<file path="config.mk">
export PLATFORM = sky130hd
export DESIGN_NAME = vu_level_meter
export DESIGN_NICKNAME = d
export VERILOG_FILES = /design/src/rtl/vu_level_meter_pkg.sv /design/src/rtl/vu_thermo_encode.sv /design/src/rtl/vu_level_meter.sv
export SDC_FILE = /design/constraint.sdc
export NUM_CORES = 1
export LEC_CHECK = 0
export ABC_AREA = 0
export ABC_CLOCK_PERIOD_IN_PS = 9300
export CORE_ASPECT_RATIO = 1.2
export CORE_MARGIN = 2
export CORE_UTILIZATION = 54
export CTS_CLUSTER_SIZE = 14
export DETAILED_ROUTE_END_ITERATION = 8
export HOLD_SLACK_MARGIN = 0.12
export PLACE_DENSITY = 0.9
export SKIP_CTS_REPAIR_TIMING = 1
export SLEW_MARGIN = 15
export SYNTH_ARGS = -nofsm -noshare
export SYNTH_HDL_FRONTEND = slang
export SYNTH_SLANG_ARGS = --single-unit
</file>
<file path="constraint.sdc">
create_clock -name clk -period 9.3 [get_ports clk]
set_input_delay 0.93 -clock clk [delete_from_list [all_inputs] [get_ports clk]]
set_output_delay 0.93 -clock clk [all_outputs]
set_load 0.03 [all_outputs]
</file>
<file path="src/rtl/vu_level_meter_pkg.sv">
// vu_pkg: shared constants, hold-marker state type and the peak-to-level
// quantiser used by vu_level_meter.
// Optional feature macro: VU_PEAK_HOLD_EN (hold FSM, see vu_level_meter).
package vu_pkg;

    localparam int unsigned SAMPLE_W = 16;
    localparam int unsigned BAR_W    = 128;
    localparam int unsigned LVL_W    = $clog2(BAR_W + 1);

    typedef enum logic [1:0] {
        IDLE,
        HOLD,
        FALL
    } hold_state_e;

    // ceil(peak * bar_w / 2^(sample_w-1)), clamped to bar_w.
    function automatic longint unsigned quantise(
        input longint unsigned peak,
        input int unsigned     sample_w,
        input int unsigned     bar_w
    );
        longint unsigned full_scale;
        longint unsigned t;
        full_scale = 64'd1 << (sample_w - 1);
        t = (peak * 64'(bar_w) + full_scale - 64'd1) >> (sample_w - 1);
        if (t > 64'(bar_w)) begin
            t = 64'(bar_w);
        end
        return t;
    endfunction

endpackage

</file>
<file path="src/rtl/vu_thermo_encode.sv">
// vu_thermo_encode: combinational thermometer encoder.
// Ports:
//   level_i    - number of lit segments from the bottom (0..BAR_W)
//   mark_pos_i - marker position; 0 = no marker, n lights segment n-1
//   bar_o      - BAR_W-bit segment pattern, bit 0 = bottom
module vu_thermo_encode #(
    parameter int unsigned BAR_W = 128,
    parameter int unsigned LVL_W = 8
) (
    input  logic [LVL_W-1:0] level_i,
    input  logic [LVL_W-1:0] mark_pos_i,
    output logic [BAR_W-1:0] bar_o
);

    always_comb begin
        bar_o = '0;
        for (int unsigned i = 0; i < BAR_W; i++) begin
            bar_o[i] = (i < 32'(level_i)) || (32'(mark_pos_i) == i + 1);
        end
    end

endmodule

</file>
<file path="src/rtl/vu_level_meter.sv">
// vu_level_meter: PCM peak meter feeding the vga_sync bar display.
// Finds |sample| peak per WINDOW samples, quantises it to BAR_W segments,
// attacks instantly, decays DECAY_STEP segments per frame_tick, and only
// updates bar_out on the cycle after a frame_tick.
// Ports:
//   clk, rst      - clock, synchronous active-high reset
//   sample_valid  - sample qualifier
//   sample        - signed two's-complement PCM sample
//   frame_tick    - one-cycle pulse at start of vertical blanking
//   bar_out       - thermometer pattern (plus optional hold marker)
//   bar_update    - pulses in the cycle bar_out has just been loaded
//   level_out     - current lit segment count
//   clip          - last completed window reached full scale
// Optional feature macro: VU_PEAK_HOLD_EN enables the peak-hold marker FSM.
module vu_level_meter #(
    parameter int unsigned SAMPLE_W    = 16,
    parameter int unsigned BAR_W       = 128,
    parameter int unsigned WINDOW      = 1024,
    parameter int unsigned DECAY_STEP  = 2,
    parameter int unsigned HOLD_FRAMES = 30
) (
    input  logic                       clk,
    input  logic                       rst,
    input  logic                       sample_valid,
    input  logic signed [SAMPLE_W-1:0] sample,
    input  logic                       frame_tick,
    output logic [BAR_W-1:0]           bar_out,
    output logic                       bar_update,
    output logic [7:0]                 level_out,
    output logic                       clip
);

    import vu_pkg::*;

    localparam int unsigned LW  = $clog2(BAR_W + 1);
    localparam int unsigned WCW = $clog2(WINDOW);
    localparam logic [LW-1:0]  DSTEP    = LW'(DECAY_STEP);
    localparam logic [WCW-1:0] WIN_LAST = WCW'(WINDOW - 1);

    // ---------------- magnitude ----------------
    logic [SAMPLE_W-2:0] mag;
    logic [SAMPLE_W-1:0] neg;

    always_comb begin
        neg = -sample;
        mag = sample[SAMPLE_W-2:0];
        if (sample[SAMPLE_W-1]) begin
            // most negative value has no positive twin: saturate
            if (sample[SAMPLE_W-2:0] == '0) begin
                mag = '1;
            end else begin
                mag = neg[SAMPLE_W-2:0];
            end
        end
    end

    // ---------------- window peak ----------------
    logic [WCW-1:0]      win_cnt_q, win_cnt_d;
    logic [SAMPLE_W-2:0] acc_q, acc_d;
    logic [SAMPLE_W-2:0] peak_q, peak_d;
    logic [SAMPLE_W-2:0] win_max;
    logic                win_done_q, win_done_d;
    logic                clip_q, clip_d;

    always_comb begin
        win_max    = (mag > acc_q) ? mag : acc_q;
        win_cnt_d  = win_cnt_q;
        acc_d      = acc_q;
        peak_d     = peak_q;
        clip_d     = clip_q;
        win_done_d = 1'b0;
        if (sample_valid) begin
            if (win_cnt_q == WIN_LAST) begin
                peak_d     = win_max;
                clip_d     = &win_max;
                acc_d      = '0;
                win_cnt_d  = '0;
                win_done_d = 1'b1;
            end else begin
                acc_d     = win_max;
                win_cnt_d = win_cnt_q + 1'b1;
            end
        end
    end

    // ---------------- level: attack then decay ----------------
    logic [LW-1:0] target;
    logic [LW-1:0] level_q, level_d;
    logic [LW-1:0] lvl_atk;
    logic [LW-1:0] diff;

    assign target = LW'(quantise(64'(peak_q), SAMPLE_W, BAR_W));

    always_comb begin
        lvl_atk = (win_done_q && (target > level_q)) ? target : level_q;
        diff    = lvl_atk - target;
        level_d = lvl_atk;
        if (frame_tick && (lvl_atk > target)) begin
            level_d = lvl_atk - ((diff > DSTEP) ? DSTEP : diff);
        end
    end

    // ---------------- optional peak-hold marker ----------------
    logic [LW-1:0] hold_pos_d;

`ifdef VU_PEAK_HOLD_EN
    localparam int unsigned HCW = $clog2(HOLD_FRAMES + 2);

    hold_state_e    hold_st_q, hold_st_d;
    logic [LW-1:0]  hold_pos_q;
    logic [HCW-1:0] hold_cnt_q, hold_cnt_d;

    // Tracks the pre-tick level so a fresh peak is captured at full height.
    always_comb begin
        hold_st_d  = hold_st_q;
        hold_pos_d = hold_pos_q;
        hold_cnt_d = hold_cnt_q;
        if (frame_tick) begin
            if (level_q > hold_pos_q) begin
                hold_pos_d = level_q;
                hold_cnt_d = HCW'(HOLD_FRAMES);
                hold_st_d  = HOLD;
            end else begin
                case (hold_st_q)
                    HOLD: begin
                        if (hold_cnt_q <= HCW'(1)) begin
                            hold_cnt_d = '0;
                            hold_st_d  = FALL;
                        end else begin
                            hold_cnt_d = hold_cnt_q - 1'b1;
                        end
                    end
                    FALL: begin
                        if (hold_pos_q - 1'b1 <= level_q) begin
                            hold_pos_d = level_q;
                            hold_st_d  = IDLE;
                        end else begin
                            hold_pos_d = hold_pos_q - 1'b1;
                        end
                    end
                    default: ;
                endcase
            end
        end
    end

    always_ff @(posedge clk) begin
        if (rst) begin
            hold_st_q  <= IDLE;
            hold_pos_q <= '0;
            hold_cnt_q <= '0;
        end else begin
            hold_st_q  <= hold_st_d;
            hold_pos_q <= hold_pos_d;
            hold_cnt_q <= hold_cnt_d;
        end
    end
`else
    assign hold_pos_d = '0;
`endif

    // ---------------- bar register ----------------
    logic [BAR_W-1:0] bar_d;
    logic [BAR_W-1:0] bar_q;
    logic             bar_upd_q;

    vu_thermo_encode #(
        .BAR_W (BAR_W),
        .LVL_W (LW)
    ) u_thermo (
        .level_i    (level_d),
        .mark_pos_i (hold_pos_d),
        .bar_o      (bar_d)
    );

    always_ff @(posedge clk) begin
        if (rst) begin
            win_cnt_q  <= '0;
            acc_q      <= '0;
            peak_q     <= '0;
            win_done_q <= 1'b0;
            clip_q     <= 1'b0;
            level_q    <= '0;
            bar_q      <= '0;
            bar_upd_q  <= 1'b0;
        end else begin
            win_cnt_q  <= win_cnt_d;
            acc_q      <= acc_d;
            peak_q     <= peak_d;
            win_done_q <= win_done_d;
            clip_q     <= clip_d;
            level_q    <= level_d;
            bar_upd_q  <= frame_tick;
            if (frame_tick) begin
                bar_q <= bar_d;
            end
        end
    end

    assign bar_out    = bar_q;
    assign bar_update = bar_upd_q;
    assign level_out  = 8'(level_q);
    assign clip       = clip_q;

endmodule

</file>
==> impl_metrics.csv <==
group,metric,value,unit
critical_path,crit_top_cell,"nor3_1",
final_layout,drive_above_1_share,8.30,%
global_route,grt_pass1_vias,8344,
clock_network,htreeDepth,4,
floorplan,dieArea,18400,sq um
sta,tightestPinTransition,1.20,ns
critical_path,critPathSlowestCell,"a311oi_4",
global_route,grt_pass1_wl,43600,um
critical_path,arrival,8.81,ns
floorplan,fp-row-count,52,
floorplan,die_h,148,um
pwr,p_int,2.09,mW
clock_network,numCtsBuffers,17,
pwr,pwr-share-clk,19.2,%
sta,finalSetupViolations,0,
final_layout,layout.nets,1242,
clock_network,cts_sinks,179,
synth,synthArstFlopShare,0,%
synth,synth_ff_type,"dfxtp_1",
detailed_routing,first_pass_iters,6,
sta,fin_crit_sh,91.2,%
final_layout,diodes,0,
synth,yosysWarnings,0,
pwr,p_sw_share,46.3,%
sta,skew,0.0113,ns
clock_network,clockBufferDepth,2,
run_status,status,"complete, no violations",
pwr,pwr-share-seq,27.2,%
place,port_buffers,157,
place,place_hpwl,19900,um
detailed_routing,ant_nets,0,
pwr,p_per_area,335,nW/um^2
detailed_routing,vias_per_cell,6.40,
synth,synth_edf_count,0,
sta,fin_crit,8.48,ns
synth,synth_fa_ha_area_share,5.65,%
pwr,switchingPower,1.80,mW
clock_network,cts_tree,"built",
detailed_routing,wirelength,27800,um
detailed_routing,detail_route.iter0.violations,832,
sta,relSlewSlack,19.7,%
place,place_ws,0.971,ns
final_layout,multi_input_area,5300,sq um
place,gp_congestion,0.960,
final_layout,ff_latch_area,3580,sq um
synth,syn_avg_cell_area,8.87,sq um
sta,max_freq,118,MHz
critical_path,crit_path_max_fanout,26,
synth,synth_top_family_by_area,"compound AO/OA/AOI/OAI gates",
sta,fin_ws,0.823,ns
global_route,grt_overflow,0,
hold_path,worstHoldPathType,"flop to flop",
pwr,ir_drop,0.204,mV
synth,synth-compound-area-share,27.1,%
critical_path,end_kind,"flop",
global_route,antenna_found_initial,0,
clock_network,clock_latency,0.45,ns
final_layout,n_fill_cell,1286,
synth,ys_seq_elements,179,
floorplan,die_x,124,um
global_route,track_usage,30.4,%
floorplan,start_util,55.3,%
detailed_routing,avgRoutedWirePerCell,19.7,um
final_layout,syn2layout_area_growth,24.4,%
floorplan,core_area,16900,sq um
clock_network,cts_root_buf,"clkbuf_16",
detailed_routing,drc,0,
sta,finalMaxSlewViolations,0,
sta,final_hold_viol_count,0,
pwr,total_leakage_power,4.32,nW
synth,seq_area_frac_synth,38.3,%
clock_network,clk_pin_slew,0.08,ns
pwr,pwr-share-comb,53.6,%
detailed_routing,vias,9012,
synth,synth_xor_area_share,1.89,%
flow_run,max_cap_viol_count,0,
synth,syn_inst,1054,
synth,synth.distinct_cells,80,
sta,finalSetupTns,0,ns
critical_path,cp_slowest_stage_delay,1.03,ns
synth,muxShareOfSynthArea,2.82,%
critical_path,required,9.64,ns
synth,syn_area,9350,sq um
sta,rsz0062_at_grt,"false",
floorplan,pin_count,158,
global_route,grt_max_degree,94,
critical_path,critPathLaunchType,"flop",
critical_path,crit_type,"flop to flop",
synth,synthSimpleGateAreaFrac,18.7,%
-- Yosys cell counts, drive strengths merged (9+ instances only) --
| library cell | n | area, sq um |
|---|---|---|
| nand2b | 15 | 93.8 |
| ha | 39 | 488 |
| nor3 | 27 | 145 |
| nor2 | 127 | 477 |
| nand2 | 42 | 160 |
| a21o | 9 | 67.6 |
| a22o | 61 | 534 |
| a211oi | 36 | 305 |
| buf | 28 | 173 |
| o21a | 13 | 97.6 |
| a311oi | 18 | 238 |
| dfxtp | 179 | 3580 |
| o21ai | 38 | 190 |
| mux2i | 20 | 204 |
| nand4 | 15 | 93.8 |
| nor4 | 13 | 118 |
| a221o | 9 | 90.1 |
| xnor2 | 10 | 106 |
| a21oi | 42 | 221 |
| nand3 | 84 | 420 |
| o211ai | 9 | 67.6 |
| a32o | 14 | 140 |
| clkbuf | 41 | 154 |
| inv | 48 | 180 |
-- kinds of logic after synthesis --
family	after synthesis
buffers and inverters	117
flip-flops	179
AND/OR/NAND/NOR	359
multiplexers	25
AO/OA/AOI/OAI	314
XOR/XNOR	18
adder cells (fa/ha/maj)	41
other	1
-- registers in the layout (all words and copies together), names as in the netlist --
| name | flops |
|---|---|
| level_out | 8 |
| win_cnt_q | 10 |
| bar_out | 128 |
| clip | 1 |
| acc_q | 15 |
| win_done_q | 1 |
| peak_q | 15 |
| bar_update | 1 |
-- placed cells by master, fill, tap and decap left out, drive strengths merged, types with 17 or more instances in the layout --
cell type	instances
a21oi	42
dfxtp	179
nor3	27
a211oi	36
a22o	61
a311oi	18
clkbuf	17
nor2	127
nand3	84
buf	18
clkdlybuf4s50	155
inv	54
nand2	42
mux2i	20
o21ai	38
ha	39
-- path summary, 6_finish.rpt --
check / start / endpoint / slack (ns) / cells past startpoint
worst max register to register: peak_q[2] / bar_out[83] / 0.82 / 27
worst max-delay path: peak_q[2] / bar_out[83] / 0.82 / 27
worst min register to register: bar_out[95] / bar_out[95] / 0.45 / 1
worst min-delay path: bar_out[95] / bar_out[95] / 0.45 / 1
-- critical path, delay by kind of cell (launching register included) --
kind / cells / cell delay [ns]
buffers and inverters: 2 / 0.22
and+or+nand+nor: 9 / 2.34
xor gates and xnor gates: 1 / 0.28
DFF: 1 / 0.34
AOI/OAI and AO/OA: 12 / 4.14
adders and majority gates: 3 / 1.03
-- metrics by stage --
step	area, sq um	std cells	hold slack [ns]	power, mW	utilization, %
after floorplan	9360	1058	0.454	2.43	-
after global placement	11000	1378	0.434	3.07	65.1
after detailed placement	11000	1378	0.443	3.11	65.1
after CTS	11600	1409	0.456	3.86	68.7
after global routing	11600	1409	0.485	4.07	68.7
final	11600	1409	0.453	3.89	68.7
-- layer usage --
layer,GRT usage (%),part of all wire [%]
met3,6.48,7.8
met5,0,0
met2,52.0,49
met1,35.6,39
met4,14.6,4.3
-- layout make-up --
cell class / instances / share of cell area (%)
clock buffers: 17 / 3.66
clock inverters: 14 / 1.62
inverters: 48 / 1.55
multi-input cells: 762 / 45.6
flip-flops and latches: 179 / 30.8
well taps: 216 / 2.32
repair buffers: 173 / 14.5
-- power groups by stage --
stage,sequential [mW],combinational [mW],clock (mW)
after floorplan,1.37,1.07,0
after global placement,1.07,2.00,0
after detailed placement,1.07,2.04,0
after CTS,1.06,2.06,0.745
after global routing,1.07,2.22,0.779
final,1.06,2.08,0.746
(Power assumes the default switching activity.)
